--- src/rtl/neuron_pkg.sv ---
// Shared FSM encoding and saturation helpers for the neuron datapath blocks.
package neuron_pkg;

  typedef enum logic [1:0] {
    IDLE   = 2'd0,
    ACCUM  = 2'd1,
    DRAIN  = 2'd2,
    OUTPUT = 2'd3
  } state_t;

  // All saturation maths is done in a 64-bit signed domain; callers extend into it.
  localparam int unsigned SAT_CALC_W = 64;

  function automatic logic signed [SAT_CALC_W-1:0] sat_max(input int unsigned w);
    return (64'sd1 <<< (w - 1)) - 64'sd1;
  endfunction

  function automatic logic signed [SAT_CALC_W-1:0] sat_min(input int unsigned w);
    return -(64'sd1 <<< (w - 1));
  endfunction

  function automatic logic signed [SAT_CALC_W-1:0] sat_clamp(
    input logic signed [SAT_CALC_W-1:0] v,
    input int unsigned                  w
  );
    if (v > sat_max(w)) return sat_max(w);
    if (v < sat_min(w)) return sat_min(w);
    return v;
  endfunction

endpackage

--- src/rtl/mac_saturate.sv ---
// Combinational arithmetic shift, saturation to OUT_W and optional ReLU clamp.
module mac_saturate
  import neuron_pkg::*;
#(
  parameter int unsigned ACC_W   = 20,
  parameter int unsigned OUT_W   = 8,
  parameter int unsigned SHIFT   = 0,
  parameter int unsigned RELU_EN = 1
) (
  input  logic signed [ACC_W-1:0] acc,
  output logic signed [OUT_W-1:0] result
);

  logic signed [ACC_W-1:0]      shifted;
  logic signed [SAT_CALC_W-1:0] clamped;

  always_comb begin
    shifted = acc >>> SHIFT;
    clamped = sat_clamp(SAT_CALC_W'(shifted), OUT_W);
    if ((RELU_EN != 0) && (clamped < 0)) begin
      clamped = '0;
    end
    result = clamped[OUT_W-1:0];
  end

endmodule

--- src/rtl/neuron_mac_unit.sv ---
// Signed MAC neuron: bias load, N_INPUTS streamed products, saturated result out.
module neuron_mac_unit
  import neuron_pkg::*;
#(
  parameter int unsigned DATA_W   = 8,
  parameter int unsigned ACC_W    = 20,
  parameter int unsigned N_INPUTS = 16,
  parameter int unsigned OUT_W    = 8,
  parameter int unsigned SHIFT    = 0,
  parameter int unsigned RELU_EN  = 1
) (
  input  logic                     clk,
  input  logic                     reset,
  input  logic                     start,
  input  logic signed [DATA_W-1:0] bias,
  input  logic                     abort,
  input  logic                     in_valid,
  output logic                     in_ready,
  input  logic signed [DATA_W-1:0] in_data,
  input  logic signed [DATA_W-1:0] in_weight,
  output logic                     out_valid,
  input  logic                     out_ready,
  output logic signed [OUT_W-1:0]  out_data,
  output logic                     overflow,
  output logic                     busy
);

  localparam int unsigned PROD_W = 2 * DATA_W;
  localparam int unsigned CNT_W  = (N_INPUTS > 1) ? $clog2(N_INPUTS) : 1;

  state_t                       state;
  logic signed [ACC_W-1:0]      acc;
  logic        [CNT_W-1:0]      cnt;
  logic signed [PROD_W-1:0]     prod_r;
  logic                         prod_v;

  logic signed [ACC_W:0]        acc_sum;
  logic signed [SAT_CALC_W-1:0] acc_wide;
  logic signed [SAT_CALC_W-1:0] acc_sat;
  logic signed [ACC_W-1:0]      acc_next;
  logic                         acc_clamp;
  logic signed [OUT_W-1:0]      sat_out;

  // One guard bit is enough: ACC_W >= PROD_W, so the sum cannot wrap before clamping.
  always_comb begin
    acc_sum   = (ACC_W+1)'(acc) + (ACC_W+1)'(prod_r);
    acc_wide  = SAT_CALC_W'(acc_sum);
    acc_sat   = sat_clamp(acc_wide, ACC_W);
    acc_next  = acc_sat[ACC_W-1:0];
    acc_clamp = (acc_sat != acc_wide);
  end

  always_ff @(posedge clk) begin
    if (reset || abort) begin
      state     <= IDLE;
      acc       <= '0;
      cnt       <= '0;
      prod_r    <= '0;
      prod_v    <= 1'b0;
      overflow  <= 1'b0;
      in_ready  <= 1'b0;
      out_valid <= 1'b0;
      busy      <= 1'b0;
    end else begin
      if (prod_v) begin
        acc <= acc_next;
        if (acc_clamp) overflow <= 1'b1;
      end
      prod_v <= 1'b0;
      case (state)
        IDLE: begin
          if (start) begin
            acc      <= ACC_W'(bias);
            cnt      <= '0;
            overflow <= 1'b0;
            in_ready <= 1'b1;
            busy     <= 1'b1;
            state    <= ACCUM;
          end
        end
        ACCUM: begin
          if (in_valid && in_ready) begin
            prod_r <= PROD_W'(in_data) * PROD_W'(in_weight);
            prod_v <= 1'b1;
            cnt    <= cnt + CNT_W'(1);
            if (cnt == CNT_W'(N_INPUTS - 1)) begin
              in_ready <= 1'b0;
              state    <= DRAIN;
            end
          end
        end
        DRAIN: begin
          out_valid <= 1'b1;
          state     <= OUTPUT;
        end
        OUTPUT: begin
          if (out_ready) begin
            out_valid <= 1'b0;
            busy      <= 1'b0;
            state     <= IDLE;
          end
        end
        default: state <= IDLE;
      endcase
    end
  end

  mac_saturate #(
    .ACC_W   (ACC_W),
    .OUT_W   (OUT_W),
    .SHIFT   (SHIFT),
    .RELU_EN (RELU_EN)
  ) u_sat (
    .acc    (acc),
    .result (sat_out)
  );

  assign out_data = out_valid ? sat_out : '0;

endmodule

--- config.mk ---
export PLATFORM = sky130hd
export DESIGN_NAME = neuron_mac_unit
export DESIGN_NICKNAME = d
export VERILOG_FILES = /design/src/rtl/neuron_pkg.sv /design/src/rtl/mac_saturate.sv /design/src/rtl/neuron_mac_unit.sv
export SDC_FILE = /design/constraint.sdc
export NUM_CORES = 1
export LEC_CHECK = 0
export ABC_AREA = 1
export CORE_MARGIN = 10
export CORE_UTILIZATION = 60
export CTS_BUF_LIST = sky130_fd_sc_hd__clkbuf_8
export DETAILED_ROUTE_END_ITERATION = 6
export PLACE_DENSITY = 0.81
export SLEW_MARGIN = 20
export SYNTH_ARGS = -nofsm -noshare
export SYNTH_HDL_FRONTEND = slang
export SYNTH_HIERARCHICAL = 1
export SYNTH_SLANG_ARGS = --single-unit
export TNS_END_PERCENT = 30
--- constraint.sdc ---
create_clock -name clk -period 15.35 [get_ports clk]
set_input_delay 3.8375 -clock clk [delete_from_list [all_inputs] [get_ports clk]]
set_output_delay 3.8375 -clock clk [all_outputs]
set_load 0.1 [all_outputs]
==> impl_metrics.env, run 1 <==
export IMPL_drc=0
export IMPL_io_pins=42
export IMPL_fin_ws_ns=7.33
export IMPL_place_ws_ns=7.02
export IMPL_timing_hold_ws_ns=0.483
export IMPL_clockRootBuffer="clkbuf_8"
export IMPL_end_kind="flop"
export IMPL_ys_warn_count=6
export IMPL_gr_total_overflow=0
export IMPL_layout_drive_gt1_share_pct=9.25
export IMPL_period_needed_ns=8.02
export IMPL_synth_edf_count=0
export IMPL_dp_hpwl_um=11700
export IMPL_tritoncts="yes"
export IMPL_tightest_slew_ns=1.06
export IMPL_cts_buffers=5
export IMPL_grt_setup_unrepaired="no"
export IMPL_critPathArrivalTime_ns=8.30
export IMPL_clockBufferDepth=2
export IMPL_setup_viol=0
export IMPL_vdd_drop_max_uv=124
export IMPL_antenna_found_initial=0
export IMPL_clkTransAtPathRegs_ns=0.10
export IMPL_synthSimpleGateAreaFrac_pct=27.3
export IMPL_max_freq_ghz=0.125
export IMPL_die_area_sq_um=14900
export IMPL_fin_crit_sh_pct=52.3
export IMPL_grt_pass1_wl_um=24900
export IMPL_diodes=0
export IMPL_critical_path_required_ns=15.62
export IMPL_ctsResizeCount=0
export IMPL_synth_top_family_by_area="adder cells"
export IMPL_syn_mean_instance_area_sq_um=6.91
export IMPL_rows=37
export IMPL_critPathMaxFanout=8
export IMPL_async_reset_ff_share_pct=0
export IMPL_worst_r2r_cell_count=5
export IMPL_die_x_um=122
export IMPL_slew_headroom_pct=29.4
export IMPL_p_leak_nw=3.74
export IMPL_hold_class="reg -> reg"
export IMPL_grt_util_all_layers_pct=20.0
export IMPL_first_pass_iters=5
export IMPL_yosysSeqAreaShare_pct=15.0
export IMPL_fill_cells=911
export IMPL_grt_pass1_vias=5441
export IMPL_post_cts_setup_buffers=0
export IMPL_drtAntennaViolNets=0
export IMPL_skew_ns=0.00748
export IMPL_synthMuxAreaShare_pct=0
export IMPL_synth_flop_cell="dfxtp_1"
export IMPL_wl_per_cell_um=13.2
export IMPL_status="complete, no violations"
export IMPL_multi_input_area_sq_um=4440
export IMPL_syn_instance_count=908
export IMPL_max_cap_viol_count=0
export IMPL_initial_core_util_pct=61.3
export IMPL_startpoint_type="input pin"
export IMPL_final_common_cell="nand2_1"
export IMPL_syn_num_nets=1049
export IMPL_routabilityCongestion=0.959
export IMPL_ys_ff_latch=47
export IMPL_synth_compound_area_share_pct=11.5
export IMPL_synth_xor_area_share_pct=3.21
export IMPL_final_setup_tns_ns=0
export IMPL_hold_depth=2
export IMPL_cts_htree_levels=2
export IMPL_portBuffers=41
export IMPL_final_max_slew_viol_count=0
export IMPL_final_cell_mix="nand2_1 (222), inv_1 (180), a21oi_1 (57), fa_1 (56), ha_1 (55)"
export IMPL_core_sq_um=10200
export IMPL_areaGrowthSynthToFinish_pct=8.96
export IMPL_grt_max_degree=30
export IMPL_drt_total_wl_um=14100
export IMPL_cts_hold_buf=0
export IMPL_power_density_nw_per_um2=90.6
export IMPL_first_iter_violations=374
export IMPL_cts_sinks=47
export IMPL_nets=1070
export IMPL_regArea_sq_um=941
export IMPL_crit_type="in -> reg"
export IMPL_die_h_um=122
export IMPL_hold_viol=0
export IMPL_vias_per_cell=5.27
export IMPL_synth_fa_ha_area_share_pct=28.9
export IMPL_vias=5621
export IMPL_synthesis_area_sq_um=6270
export IMPL_insertion_delay_ns=0.32
export IMPL_yosysUniqueCellTypes=44
[through the flow]
stage | utilization, % | cell area (sq um) | total power, W | std cells
floorplan | - | 6270 | 0.000450 | 908
global placement | 65.8 | 6740 | 0.000524 | 1058
detailed placement | 65.8 | 6740 | 0.000533 | 1058
CTS | 66.8 | 6830 | 0.000617 | 1066
global route | 66.8 | 6830 | 0.000689 | 1066
finish | 66.8 | 6830 | 0.000619 | 1066
[routing by layer]
| metal | vias to the layer above | wire length [um] | track usage [%] |
|---|---|---|---|
| li1 | 2837 | - | - |
| met1 | 2632 | 6400 | 27.5 |
| met2 | 137 | 6770 | 33.1 |
| met3 | 15 | 742 | 2.34 |
| met4 | 0 | 191 | 4.27 |
| met5 | - | 0 | 0 |
[cells by family after synthesis]
kind of cell / Yosys count
compound gates: 123
xor+xnor: 23
fa+ha+maj: 111
buf+inv: 226
flops: 47
simple gates: 378
[critical path, stage by stage]
cell             delay, ns
clkdlybuf4s50_1       0.52
inv_1                 0.12
or2_2                 0.31
fa_1                  0.54
inv_1                 0.05
fa_1                  0.51
fa_1                  0.52
fa_1                  0.48
ha_1                  0.36
nand2_1               0.10
o21ai_0               0.33
a21oi_1               0.10
or2_2                 0.30
nand3_1               0.07
o211ai_1              0.08
inv_1                 0.06
[layout make-up]
cell class / instances / area share, %
multi-input cells: 635 / 65.0
flip-flops and latches: 47 / 13.8
inverters: 196 / 11.0
repair buffers: 44 / 6.34
well taps: 136 / 2.49
clock buffers: 5 / 1.01
clock inverters: 3 / 0.403
[power breakdown]
group | switching [W] | internal (W)
sequential | 0.00000491 | 0.000126
combinational | 0.000248 | 0.000156
clock | 0.0000506 | 0.0000339
total | 0.000303 | 0.000316
[state kept, by name (all words and copies together) (netlist names)]
signal / count
acc: 20
busy: 1
prod_v: 1
cnt: 4
overflow: 1
state: 2
out_valid: 1
prod_r: 16
in_ready: 1
[synth_stat cells, types with 17 or more instances]
cell	count	share of area (%)
a21oi_1	57	4.5
clkbuf_1	26	1.6
dfxtp_1	47	15
fa_1	56	18
ha_1	55	11
inv_1	180	11
nand2_1	222	13
nand2_2	19	1.9
nand3_1	36	2.9
nor2_1	53	3.2
o21ai_0	32	2.6
xor2_1	17	2.4
[final timing paths]
kind                           from                      end  slack, ns
max reg2reg       prod_v$_SDFF_PP0_       acc[18]$_SDFF_PP0_      12.84
max                    in_weight[7]  prod_r[11]$_SDFFE_PP0P_       7.33
min reg2reg  prod_r[0]$_SDFFE_PP0P_   prod_r[0]$_SDFFE_PP0P_       0.48
min          prod_r[0]$_SDFFE_PP0P_   prod_r[0]$_SDFFE_PP0P_       0.48
(Power assumes the default switching activity.)
==> inputs of run 2 (changes only) <==
- CORE_UTILIZATION: 60 -> 57
- PLACE_DENSITY: 0.81 -> 0.8
- clock period: 15.35 -> 7.2 ns (I/O delays scaled with it)
==> run 2 against run 1 <==
Register-to-register slack worse by 8.1 ns; total power up 110%; via count down 2.2%; critical path type unchanged; highest routed layer unchanged.
==> impl_metrics.env, run 2 (synthesis results as in run 1) <==
export IMPL_portBuffers=41
export IMPL_vias=5498
export IMPL_io_pins=42
export IMPL_areaGrowthSynthToFinish_pct=8.92
export IMPL_crit_type="in -> reg"
export IMPL_die_area_sq_um=15600
export IMPL_critPathMaxFanout=8
export IMPL_grt_max_degree=30
export IMPL_total_power_w=0.00130
export IMPL_crit_buf_inv=4
export IMPL_worstHoldStart="prod_r[0]$_SDFFE_PP0P_"
export IMPL_initial_core_util_pct=58.1
export IMPL_cts_sinks=47
export IMPL_core_sq_um=10800
export IMPL_grt_pass1_vias=5433
export IMPL_vdd_drop_max_uv=234
export IMPL_end_kind="flop"
export IMPL_clkTransAtPathRegs_ns=0.09
export IMPL_final_max_slew_viol_count=0
export IMPL_antenna_found_initial=0
export IMPL_drtAntennaViolNets=0
export IMPL_insertion_delay_ns=0.33
export IMPL_max_freq_ghz=0.165
export IMPL_hold_viol=0
export IMPL_fin_crit_sh_pct=84.0
export IMPL_slew_headroom_pct=31.9
export IMPL_critPathArrivalTime_ns=6.27
export IMPL_cp_top_family="adder cells"
export IMPL_die_x_um=125
export IMPL_cts_hold_buf=0
export IMPL_die_h_um=125
export IMPL_grt_setup_unrepaired="no"
export IMPL_critPathLaunch="in_weight[7]"
export IMPL_max_cap_viol_count=0
export IMPL_hold_depth=2
export IMPL_tritoncts="yes"
export IMPL_layout_drive_gt1_share_pct=9.14
export IMPL_final_setup_tns_ns=0
export IMPL_diodes=0
export IMPL_grt_util_all_layers_pct=18.1
export IMPL_crit_path_top_delay_cell="clkdlybuf4s50_1"
export IMPL_place_ws_ns=0.851
export IMPL_cts_buffers=5
export IMPL_ctsResizeCount=0
export IMPL_p_leak_nw=3.74
export IMPL_crit_chain="clkdlybuf4s50_1 -> inv_1 -> or2_2 -> fa_1 -> inv_1 -> fa_1 -> fa_1 -> fa_1 -> ha_1 -> a21oi_1 -> o21ai_0 -> nand2_1 -> nand2_1 -> a31oi_1 -> a21oi_1 -> o21bai_1 -> inv_1"
export IMPL_setup_viol=0
export IMPL_routabilityCongestion=0.933
export IMPL_grt_pass1_wl_um=24600
export IMPL_cpPeakStageDelay_ns=0.53
export IMPL_post_cts_setup_buffers=0
export IMPL_drc=0
export IMPL_gr_total_overflow=0
export IMPL_largest_register="acc"
export IMPL_wl_per_cell_um=12.8
export IMPL_power_density_nw_per_um2=190
export IMPL_clockBufferDepth=2
export IMPL_vias_per_cell=5.14
export IMPL_skew_ns=0.0118
export IMPL_startpoint_type="input pin"
export IMPL_period_needed_ns=6.04
export IMPL_clockRootBuffer="clkbuf_8"
export IMPL_rows=38
export IMPL_largest_register_ffs=20
export IMPL_fin_ws_ns=1.16
export IMPL_status="complete, no violations"
export IMPL_final_common_cell="nand2_1"
export IMPL_worst_r2r_startpoint="prod_v$_SDFF_PP0_"
export IMPL_dp_hpwl_um=11400
export IMPL_top_regs="acc x20, prod_r x16, cnt x4"
export IMPL_critical_path_required_ns=7.42
export IMPL_cp_depth=17
export IMPL_drt_total_wl_um=13700
export IMPL_first_pass_iters=6
export IMPL_cpMostUsedCell="fa_1"
export IMPL_tightest_slew_ns=1.02
export IMPL_first_iter_violations=408
export IMPL_nets=1070
export IMPL_cts_htree_levels=2
export IMPL_final_cell_mix="nand2_1 (222), inv_1 (181), a21oi_1 (57), fa_1 (56), ha_1 (55)"
export IMPL_hold_class="reg -> reg"
export IMPL_worst_r2r_cell_count=5
==> run 2: cell counts in the layout (fill, tap and decap cells not counted) <==
Identical to the previous run, type by type.
==> run 2: report_power, final <==
part	total, W	switching, W	leakage, nW	internal (W)
clock	0.000169	0.000101	0.0460	0.0000685
sequential	0.000279	0.0000105	0.381	0.000269
combinational	0.000848	0.000517	3.31	0.000330
==> run 2: cell type report <==
class	count	area, sq um
multi-input cells	635	4440
fillers	1009	3960
flip-flops and latches	47	941
inverters	196	752
repair buffers	44	433
well taps	140	175
clock buffers	5	68.8
clock inverters	3	20.0
==> run 2: metrics by stage <==
| stage | utilization [%] | instances | hold slack, ns | instance area [sq um] |
|---|---|---|---|---|
| 2_1_floorplan | - | 908 | 0.449 | 6270 |
| 3_3_place_gp | 62.5 | 1062 | 0.472 | 6740 |
| 3_5_place_dp | 62.5 | 1062 | 0.479 | 6740 |
| 4_1_cts | 63.3 | 1070 | 0.492 | 6830 |
| 5_1_grt | 63.3 | 1070 | 0.525 | 6830 |
| 6_report | 63.3 | 1070 | 0.482 | 6830 |
==> run 2: worst reg2reg max path: stages (launching register included) <==
cell      delay, ns
dfxtp_1        1.00
clkinv_1       0.79
a21oi_1        0.37
nand2_2        0.08
inv_2          0.06
a21oi_2        0.04
==> run 2: path summary, 6_finish.rpt <==
path | to | slack [ns]
setup / recovery | prod_r[15]$_SDFFE_PP0P_ | 1.16
hold / removal | prod_r[0]$_SDFFE_PP0P_ | 0.48
setup reg to reg | acc[18]$_SDFF_PP0_ | 4.75
hold reg to reg | prod_r[0]$_SDFFE_PP0P_ | 0.48
==> run 2: metal layers <==
layer | GRT usage [%] | up-vias | wire, um
li1 | - | 2840 | -
met1 | 24.1 | 2518 | 6360
met2 | 30.4 | 125 | 6570
met3 | 2.17 | 15 | 603
met4 | 4.20 | 0 | 193
met5 | 0 | - | 0
==> inputs of run 3 (changes only) <==
- clock period: 7.2 -> 5.4 ns (I/O delays scaled with it)
==> run 3 against run 2 <==
Clock-buffer cell count rose by 1; total power rose by 81%; worst hold slack improved by 0.0065 ns; combinational power rose by 100%; clock power rose by 40%; worst setup slack got worse by 0.99 ns; register-to-register slack got worse by 1.9 ns; via count rose by 5.6%; highest routed layer unchanged.
==> impl_metrics.env, run 3 (synthesis results as in run 1) <==
export IMPL_status="complete, no violations"
export IMPL_max_freq_ghz=0.191
export IMPL_worst_r2r_startpoint="prod_v$_SDFF_PP0_"
export IMPL_fin_area_sq_um=7450
export IMPL_drtAntennaViolNets=0
export IMPL_max_cap_viol_count=0
export IMPL_insertion_delay_ns=0.32
export IMPL_grt_pass1_vias=5565
export IMPL_placed_area_sq_um=7170
export IMPL_cts_buffers=5
export IMPL_startpoint_type="input pin"
export IMPL_routabilityCongestion=0.919
export IMPL_clockRootBuffer="clkbuf_8"
export IMPL_first_pass_iters=5
export IMPL_tightest_slew_ns=1.07
export IMPL_gr_total_overflow=0
export IMPL_vdd_drop_max_uv=451
export IMPL_die_area_sq_um=15600
export IMPL_critPathLaunch="in_weight[2]"
export IMPL_cts_htree_levels=2
export IMPL_initial_core_util_pct=58.1
export IMPL_layout_drive_gt1_share_pct=16.9
export IMPL_final_max_slew_viol_count=0
export IMPL_grt_pass1_wl_um=25900
export IMPL_end_kind="flop"
export IMPL_nets=1127
export IMPL_fin_crit_sh_pct=96.9
export IMPL_first_iter_violations=404
export IMPL_final_cell_mix="nand2_1 (220), inv_1 (178), buf_4 (58), fa_1 (54), a21oi_1 (53)"
export IMPL_portBuffers=41
export IMPL_top_regs="acc x20, prod_r x16, cnt x4"
export IMPL_vias_per_cell=5.15
export IMPL_timing_hold_ws_ns=0.489
export IMPL_grt_util_all_layers_pct=19.3
export IMPL_drc=0
export IMPL_power_density_nw_per_um2=314
export IMPL_io_pins=42
export IMPL_slew_headroom_pct=28.8
export IMPL_clkTransAtPathRegs_ns=0.09
export IMPL_skew_ns=0.00787
export IMPL_tritoncts="yes"
export IMPL_grt_max_degree=30
export IMPL_areaGrowthSynthToFinish_pct=18.8
export IMPL_drt_total_wl_um=15000
export IMPL_worstHoldStart="prod_r[0]$_SDFFE_PP0P_"
export IMPL_rows=38
export IMPL_critical_path_required_ns=5.62
export IMPL_final_util_pct=69.0
export IMPL_largest_register_ffs=20
export IMPL_critPathArrivalTime_ns=5.46
export IMPL_setup_viol=0
export IMPL_core_sq_um=10800
export IMPL_final_common_cell="nand2_1"
export IMPL_wl_per_cell_um=13.3
export IMPL_clockBufferDepth=2
export IMPL_grt_setup_unrepaired="yes"
export IMPL_critPathMaxFanout=5
export IMPL_cts_sinks=47
export IMPL_antenna_found_initial=0
export IMPL_p_leak_nw=4.08
export IMPL_cts_hold_buf=0
export IMPL_period_needed_ns=5.24
export IMPL_diodes=0
export IMPL_die_x_um=125
export IMPL_fill_cells=886
export IMPL_dp_cells=1118
export IMPL_largest_register="acc"
export IMPL_total_power_w=0.00234
export IMPL_hold_viol=0
export IMPL_die_h_um=125
export IMPL_stdcell_count=1127
export IMPL_dp_hpwl_um=12200
export IMPL_crit_type="in -> reg"
export IMPL_vias=5806
export IMPL_hold_class="reg -> reg"
[run 3: cell types whose count changed in the layout (fill, tap and decap cells not counted), sizes merged]
cell	delta
buf	+57
clkbuf	+1
clkdlybuf4s50	-6
clkinv	+1
dlymetal6s2s	+6
inv	-2
[run 3: path summary, 6_finish.rpt]
check | slack (ns) | end | cells past startpoint
min | 0.49 | prod_r[0]$_SDFFE_PP0P_ | 2
max | 0.16 | prod_r[14]$_SDFFE_PP0P_ | 15
max reg2reg | 2.83 | acc[13]$_SDFF_PP0_ | 5
min reg2reg | 0.49 | prod_r[0]$_SDFFE_PP0P_ | 2
[run 3: area by class of cell]
class                   count  area, sq um  share of cell area (%)
multi-input cells         635         4590                    61.6
repair buffers            101          892                    12.0
flip-flops and latches     47          941                    12.6
clock inverters             2         16.3                   0.218
inverters                 196          752                    10.1
well taps                 140          175                    2.35
clock buffers               6         82.6                    1.11
[run 3: power by group]
group,switching (W),internal [W]
Combinational,0.000903,0.000828
Sequential,0.0000134,0.000358
Clock,0.000132,0.000105
Total,0.00105,0.00129
[run 3: stage by stage]
step	TNS (ns)	setup slack (ns)
finish	0	0.165
global route	-0.0558	-0.0361
CTS	-0.0298	-0.0298
detailed placement	-2.75	-0.426
global placement	-2.14	-0.377
floorplan	0	0.236
[run 3: timing repair]
action | 4_1_cts | 5_1_grt
setup buffers | 0 | 1
resized for setup | 10 | 27
cloned | 0 | 0
pin swaps | 1 | 17
setup endpoints to repair | 5 | 9
[run 3: routing by layer]
| layer | wire length, um | track usage [%] |
|---|---|---|
| met3 | 788 | 3.15 |
| met2 | 7170 | 31.4 |
| met4 | 124 | 3.32 |
| met1 | 6890 | 26.4 |
| met5 | 0 | 0 |
[run 3: worst max-delay path: stages]
cell             delay, ns
clkdlybuf4s50_1       0.53
nand2_1               0.12
inv_1                 0.14
fa_2                  0.53
fa_1                  0.60
fa_1                  0.45
fa_1                  0.54
ha_4                  0.30
inv_1                 0.08
nor4_2                0.35
nand3_1               0.15
nand4_1               0.12
nand3_1               0.08
o211ai_1              0.08
inv_1                 0.05
